[config.mk]
export PLATFORM = sky130hd
export DESIGN_NAME = inst_fetch_unit
export DESIGN_NICKNAME = d
export VERILOG_FILES = /design/src/rtl/inst_fetch_unit.sv
export SDC_FILE = /design/constraint.sdc
export NUM_CORES = 1
export LEC_CHECK = 0
export CAP_MARGIN = 20
export CORE_ASPECT_RATIO = 1.4
export CORE_MARGIN = 2
export CORE_UTILIZATION = 38
export DETAILED_ROUTE_END_ITERATION = 12
export GPL_ROUTABILITY_DRIVEN = 0
export PLACE_DENSITY = 0.88
export SLEW_MARGIN = 20
export SYNTH_ARGS = -nofsm -noshare
export SYNTH_HDL_FRONTEND = slang
export SYNTH_SLANG_ARGS = --single-unit
[constraint.sdc]
create_clock -name clk -period 2.4 [get_ports clk]
set_input_delay 0.48 -clock clk [delete_from_list [all_inputs] [get_ports clk]]
set_output_delay 0.48 -clock clk [all_outputs]
set_load 0.01 [all_outputs]
[src/rtl/inst_fetch_unit.sv]
// ---------------------------------------------------------------------------
// inst_fetch_unit
//
// Two-stage instruction fetch for the MIPS core. F1 issues pc_q to a
// synchronous instruction ROM; F2 presents the returned word together with
// the PC it was fetched from (f2_pc) and a valid flag to decode.
//
// Parameters
//   PC_W     program-counter width in bits (>= ROM_AW+2)
//   ROM_AW   instruction-ROM word-address width (depth = 2**ROM_AW words)
//   RESET_PC PC loaded on reset (word aligned)
//
// Ports
//   clk              system clock, rising edge
//   reset            synchronous, active-high reset
//   stall            decode not ready; hold fetch state
//   redirect_valid   taken branch/jump this cycle (wins over stall)
//   redirect_target  new fetch address when redirect_valid=1
//   rom_addr         word address to the synchronous ROM
//   rom_data         ROM data for the previous cycle's rom_addr
//   pc               address currently being issued (F1)
//   id_pc            PC of the instruction on id_inst (F2)
//   id_inst          instruction to decode (straight from rom_data)
//   id_valid         id_pc/id_inst hold a real instruction
//   misalign_err     sticky: a redirect target with nonzero bits [1:0] was seen
//   fetch_count      number of instructions accepted by decode
// ---------------------------------------------------------------------------
module inst_fetch_unit #(
    parameter int unsigned          PC_W     = 32,
    parameter int unsigned          ROM_AW   = 6,
    parameter logic [PC_W-1:0]      RESET_PC = '0
) (
    input  logic                clk,
    input  logic                reset,
    input  logic                stall,
    input  logic                redirect_valid,
    input  logic [PC_W-1:0]     redirect_target,
    output logic [ROM_AW-1:0]   rom_addr,
    input  logic [31:0]         rom_data,
    output logic [PC_W-1:0]     pc,
    output logic [PC_W-1:0]     id_pc,
    output logic [31:0]         id_inst,
    output logic                id_valid,
    output logic                misalign_err,
    output logic [31:0]         fetch_count
);

    logic [PC_W-1:0] pc_reg;
    logic [PC_W-1:0] f2_pc_reg;
    logic            f2_valid_reg;
    logic            misalign_reg;
    logic [31:0]     fetch_count_reg;

    // Decode accepts the F2 instruction only on a plain advancing edge; the
    // instruction sitting in F2 during a redirect is squashed.
    logic advance;
    assign advance = !stall && !redirect_valid;

    // While holding (stall) or squashing (redirect), re-read the F2 address so
    // the ROM output keeps showing the instruction decode is looking at.
    assign rom_addr = advance ? pc_reg[ROM_AW+1:2] : f2_pc_reg[ROM_AW+1:2];

    assign pc           = pc_reg;
    assign id_pc        = f2_pc_reg;
    assign id_valid     = f2_valid_reg;
    assign id_inst      = rom_data;
    assign misalign_err = misalign_reg;
    assign fetch_count  = fetch_count_reg;

    always_ff @(posedge clk) begin
        if (reset) begin
            pc_reg          <= RESET_PC;
            f2_pc_reg       <= '0;
            f2_valid_reg    <= 1'b0;
            misalign_reg    <= 1'b0;
            fetch_count_reg <= '0;
        end else begin
            if (f2_valid_reg && advance) begin
                fetch_count_reg <= fetch_count_reg + 32'd1;
            end

            if (redirect_valid) begin
                // Target is forced to word alignment; the low bits only feed
                // the sticky error flag.
                pc_reg       <= {redirect_target[PC_W-1:2], 2'b00};
                f2_valid_reg <= 1'b0;
                misalign_reg <= misalign_reg | (redirect_target[1:0] != 2'b00);
            end else if (!stall) begin
                pc_reg       <= pc_reg + PC_W'(4);
                f2_pc_reg    <= pc_reg;
                f2_valid_reg <= 1'b1;
            end
        end
    end

endmodule

==> Yosys cells after proc, flatten, opt, wreduce, memory -nomap -nowiden <==
Cells that the tools add are included.
{ "word_totals": {"latch_bits": 0, "ramBits": 0, "out_inout_bits": 136, "ff_bits": 98, "mem_bits_ro": 0, "in_bits": 68, "memories": 0, "elab_cells": 22} }
{ "op_classes": {"multipliers": 0, "add_sub_neg": 2, "n_bitwise": 3, "div": 0, "n_eq_ne": 1, "shift": 0, "n_reduce_logical": 7, "mux": 3, "n_lt_le_gt_ge": 0} }
{ "op_table": {"columns": ["op", "n"], "rows": [
  ["$mux 32", 2],
  ["$add 32x1->32 const B", 1],
  ["$add 32x3->32 const B", 1],
  ["$mux 6", 1],
  ["$logic_and 1x1->1", 2],
  ["$logic_not 1->1", 2],
  ["$ne 2x1->1 const B", 1],
  ["$not 1->1", 2],
  ["$reduce_and 2->1", 1],
  ["$reduce_bool 2->1", 1],
  ["$reduce_or 2->1", 1],
  ["$or 1x1->1", 1]
]} }

==> Longest topological paths before layout <==
{ "logic_depth": {"depth_word": 3, "ltp_mapped": 7} }

==> Worst setup path after synthesis <==
No wires, ideal clock.
{ "synth_timing": {"path_kind": "input port to flip-flop", "start": "input port redirect_valid", "end": "register fetch_count_reg[17] (netlist: fetch_count[17])", "arrival_ns": 2.194, "path_stages": 7, "slack_ns": 0.136, "required_ns": 2.330, "path_cell_list": "buf_6 or3b_1 buf_2 or4_4 buf_6 or3_1 a21oi_1"} }
{ "synth_via": {"elab_chain_cells": 3} }
{ "synth_rtl": {"columns": ["element", "line_no", "text"], "rows": [
  ["start: declaration", "36", "input logic redirect_valid,"],
  ["$logic_not 1->1", "57", "assign advance = !stall && !redirect_valid;"],
  ["$logic_and 1x1->1", "57", null],
  ["$logic_and 1x1->1", "78", "if (f2_valid_reg && advance) begin"],
  ["end signal: assignment", "79", "fetch_count_reg <= fetch_count_reg + 32'd1;"],
  ["end: declaration", "52", "logic [31:0] fetch_count_reg;"]
]} }
Every way passes these cells.
A chain may end at the register's enable or synchronous reset.

==> Worst setup path after layout <==
{ "layout_timing": {"start": "register fetch_count_reg[12] (netlist: fetch_count[12])", "end": "register fetch_count_reg[31] (netlist: fetch_count[31])"} }
{ "layout_via": {"elab_chain_cells": 1} }
{ "layout_rtl": {"columns": ["element", "line_no"], "rows": [
  ["$add 32x1->32", "79"]
]} }
Every way passes these cells.

==> impl_metrics.csv <==
group,metric,value,unit
power,p_int,2.88,mW
global_route,grt_use_met1,23.2,%
timing,grt_setup_unrepaired,"false",
logic_synthesis,netlist_area,4670,sq um
timing,setup_violations,0,
timing,finalWorstSetupSlack,0.190,ns
clocking,cts_buffer_depth,2,
layout,final_core_utilization,54.6,%
global_route,grt_busiest_layer,"met2",
timing,final_max_slew_viol_count,0,
power,p_seq_share,44.8,%
logic_synthesis,synth_compound_area_share,15.3,%
clocking,htree_levels,3,
die,coreArea,11900,sq um
hold_path,hp-class,"reg2reg",
logic_synthesis,yosysSeqAreaShare,40.3,%
hold_path,hold_path_depth,2,
global_route,antenna_found_initial,0,
logic_synthesis,synthArstFlopShare,0,%
placed_design,port_buffers,135,
route,totalWireLength,13900,um
timing,hold_viol_final,0,
setup_path,cp_slowest_stage_delay,0.71,ns
power,power,3.74,mW
setup_path,crit_chain,"nand4_1 > or4_1 > nor4_1 > mux2_2",
global_route,grt-ovfl-total,0,
global_route,grt_use_met3,3.77,%
clocking,cts_tree,"built",
global_route,track_usage,20.7,%
logic_synthesis,synth_cells,585,
logic_synthesis,ys_warn_count,0,
logic_synthesis,synth_top_family_by_area,"simple AND/OR/NAND/NOR gates",
timing,fmax,0.452,GHz
die,num_io_pins,204,
power,power.share.switching,22.9,%
placed_design,place_area,6150,sq um
global_route,grt_pass1_vias,4636,
timing,min_period_over_period,92.1,%
layout,final_cell_mix,"clkdlybuf4s50_1 (126), nand2_1 (95), dfxtp_1 (94), a21oi_1 (50), nor2_1 (47)",
die,start_util,39.2,%
route,first_pass_iters,4,
power,p_switching,0.859,mW
clocking,clk_pin_slew,0.07,ns
layout,fin_nets,779,
layout,syn_to_final_growth,39.5,%
setup_path,r2r-end,"fetch_count[31]",
power,p_per_area,574,nW/um^2
layout,largest_reg_flops,32,
die,dieHeight,135,um
run_status,outcome,"finished clean",
timing,slew_headroom,59.9,%
die,die_w,97.7,um
clocking,root_buffer,"clkbuf_16",
logic_synthesis,yosysUniqueCellTypes,46,
setup_path,required,2.62,ns
layout,diodes,0,
setup_path,slowest_stage,"or4_1",
clocking,cts_sinks,94,
logic_synthesis,yosys.area_share.adder,0.535,%
logic_synthesis,synth_xor_area_share,3.75,%
setup_path,reg2reg_from,"fetch_count[12]",
power,clockPowerShare,43.9,%
global_route,grt_max_degree,51,
setup_path,cp-end-kind,"flip-flop",
power,power_leakage,2.33,nW
logic_synthesis,ys_ff_latch,94,
timing,finClkSkew,0.00731,ns
logic_synthesis,synth.area.mux_share,1.66,%
route,ant_nets,0,
logic_synthesis,synth_edf_count,0,
placed_design,dp_hpwl,10300,um
clocking,clk_latency,0.34,ns
setup_path,r2r_cells,4,
route,routedWlPerCell,16.2,um
setup_path,crit_fanout,8,
route,via_per_inst,5.60,
setup_path,crit_path_start_kind,"flip-flop",
setup_path,r2r_slack,0.19,ns
die,die-area,13200,sq um
setup_path,critical_path_class,"reg2reg",
hold_path,min_to,"misalign_err",
clocking,numCtsBuffers,9,
logic_synthesis,avgSynthCellArea,7.99,sq um
power,peakVddDrop,369,uV
global_route,grt_use_met2,37.7,%
timing,fin_crit,2.21,ns
layout,final_layout_size_suffix_gt1_share,10.7,%
placed_design,preCtsSetupSlack,-0.275,ns
layout,final_common_cell,"clkdlybuf4s50_1",
global_route,grt_pass1_wl,22600,um
route,drtIter0Drc,172,
hold_path,holdCritStartpoint,"misalign_err",
die,rows,47,
power,combinationalPowerShare,11.3,%
route,dr_total_vias,4813,
flow_run,drv_cap,0,
layout,design_area,6520,sq um
logic_synthesis,synth_ff_type,"dfxtp_1",
route,drc,0,
timing,tightestPinTransition,0.596,ns
setup_path,cp.arrival,2.43,ns
logic_synthesis,synth-simple-area-share,28.3,%
area by class of cell:
class | instances | area, sq um
Fill cell | 1084 | 5420
Multi-Input combinational cell | 409 | 2340
Timing Repair Buffer | 182 | 1720
Sequential cell | 94 | 1880
Tap cell | 147 | 184
Clock buffer | 10 | 239
Inverter | 13 | 48.8
Clock inverter | 5 | 108
worst max-delay path by stage:
stage / from / to / depth (start not counted)
after floorplan: redirect_valid / fetch_count[17] / 7
after global placement: stall / fetch_count[23] / 5
after detailed placement: stall / fetch_count[23] / 5
after CTS: redirect_valid / rom_addr[2] / 7
after global routing: redirect_valid / rom_addr[4] / 7
final: fetch_count[12] / fetch_count[31] / 4
kinds of logic (layout without fill, tap and decap cells):
family / count (synthesis) / after routing
AND/OR/NAND/NOR: 262 / 262
AO/OA/AOI/OAI: 114 / 114
flip-flops: 94 / 94
buffers and inverters: 85 / 210
XOR/XNOR: 20 / 20
multiplexers: 7 / 7
adder cells (fa/ha/maj): 2 / 2
other: 1 / 4
worst max-delay path: cells and delay by family (launching register included):
family	cells	cell delay (ns)
muxes	1	0.38
DFF	1	0.43
and+or+nand+nor	3	1.29
routing by layer:
layer  part of all wire [%]  routed length (um)
met1                     39                5470
met2                     51                7150
met3                    5.8                 801
met4                    3.5                 483
met5                      0                   0
stage by stage:
stage | hold WS [ns] | cells | setup TNS, ns
floorplan | 0.470 | 588 | 0
global placement | 0.438 | 843 | -4.41
detailed placement | 0.441 | 843 | -5.40
CTS | 0.450 | 860 | 0
global route | 0.474 | 860 | 0
finish | 0.449 | 860 | 0
cell usage after synthesis, types with 15 or more instances:
cell type	number	area (sq um)
nand2_1	95	357
or3_1	18	113
o31ai_1	15	113
a311oi_1	15	131
clkbuf_1	30	113
buf_4	36	270
dfxtp_1	94	1880
nor2_1	48	180
nand3_1	16	80.1
nand4_1	23	144
o21ai_0	17	85.1
a21oi_1	50	250
or4_1	17	128
power by group through the flow:
| stage | Clock [mW] | Sequential [mW] | Combinational, mW |
|---|---|---|---|
| 3_3_place_gp | 0 | 1.71 | 0.416 |
| 3_5_place_dp | 0 | 1.71 | 0.423 |
| 6_report | 1.64 | 1.68 | 0.424 |
| 5_1_grt | 1.73 | 1.68 | 0.458 |
| 2_1_floorplan | 0 | 1.72 | 0.210 |
| 4_1_cts | 1.67 | 1.68 | 0.427 |
timing repair:
action	4_1_cts	5_1_grt
buffers inserted	2	0
gates resized for setup	6	4
hold endpoints to repair	0	0
pin swaps	1	0
endpoints found under the setup margin	6	4
hold buffers	0	0
Note: power is estimated with default switching activity, not from simulation.
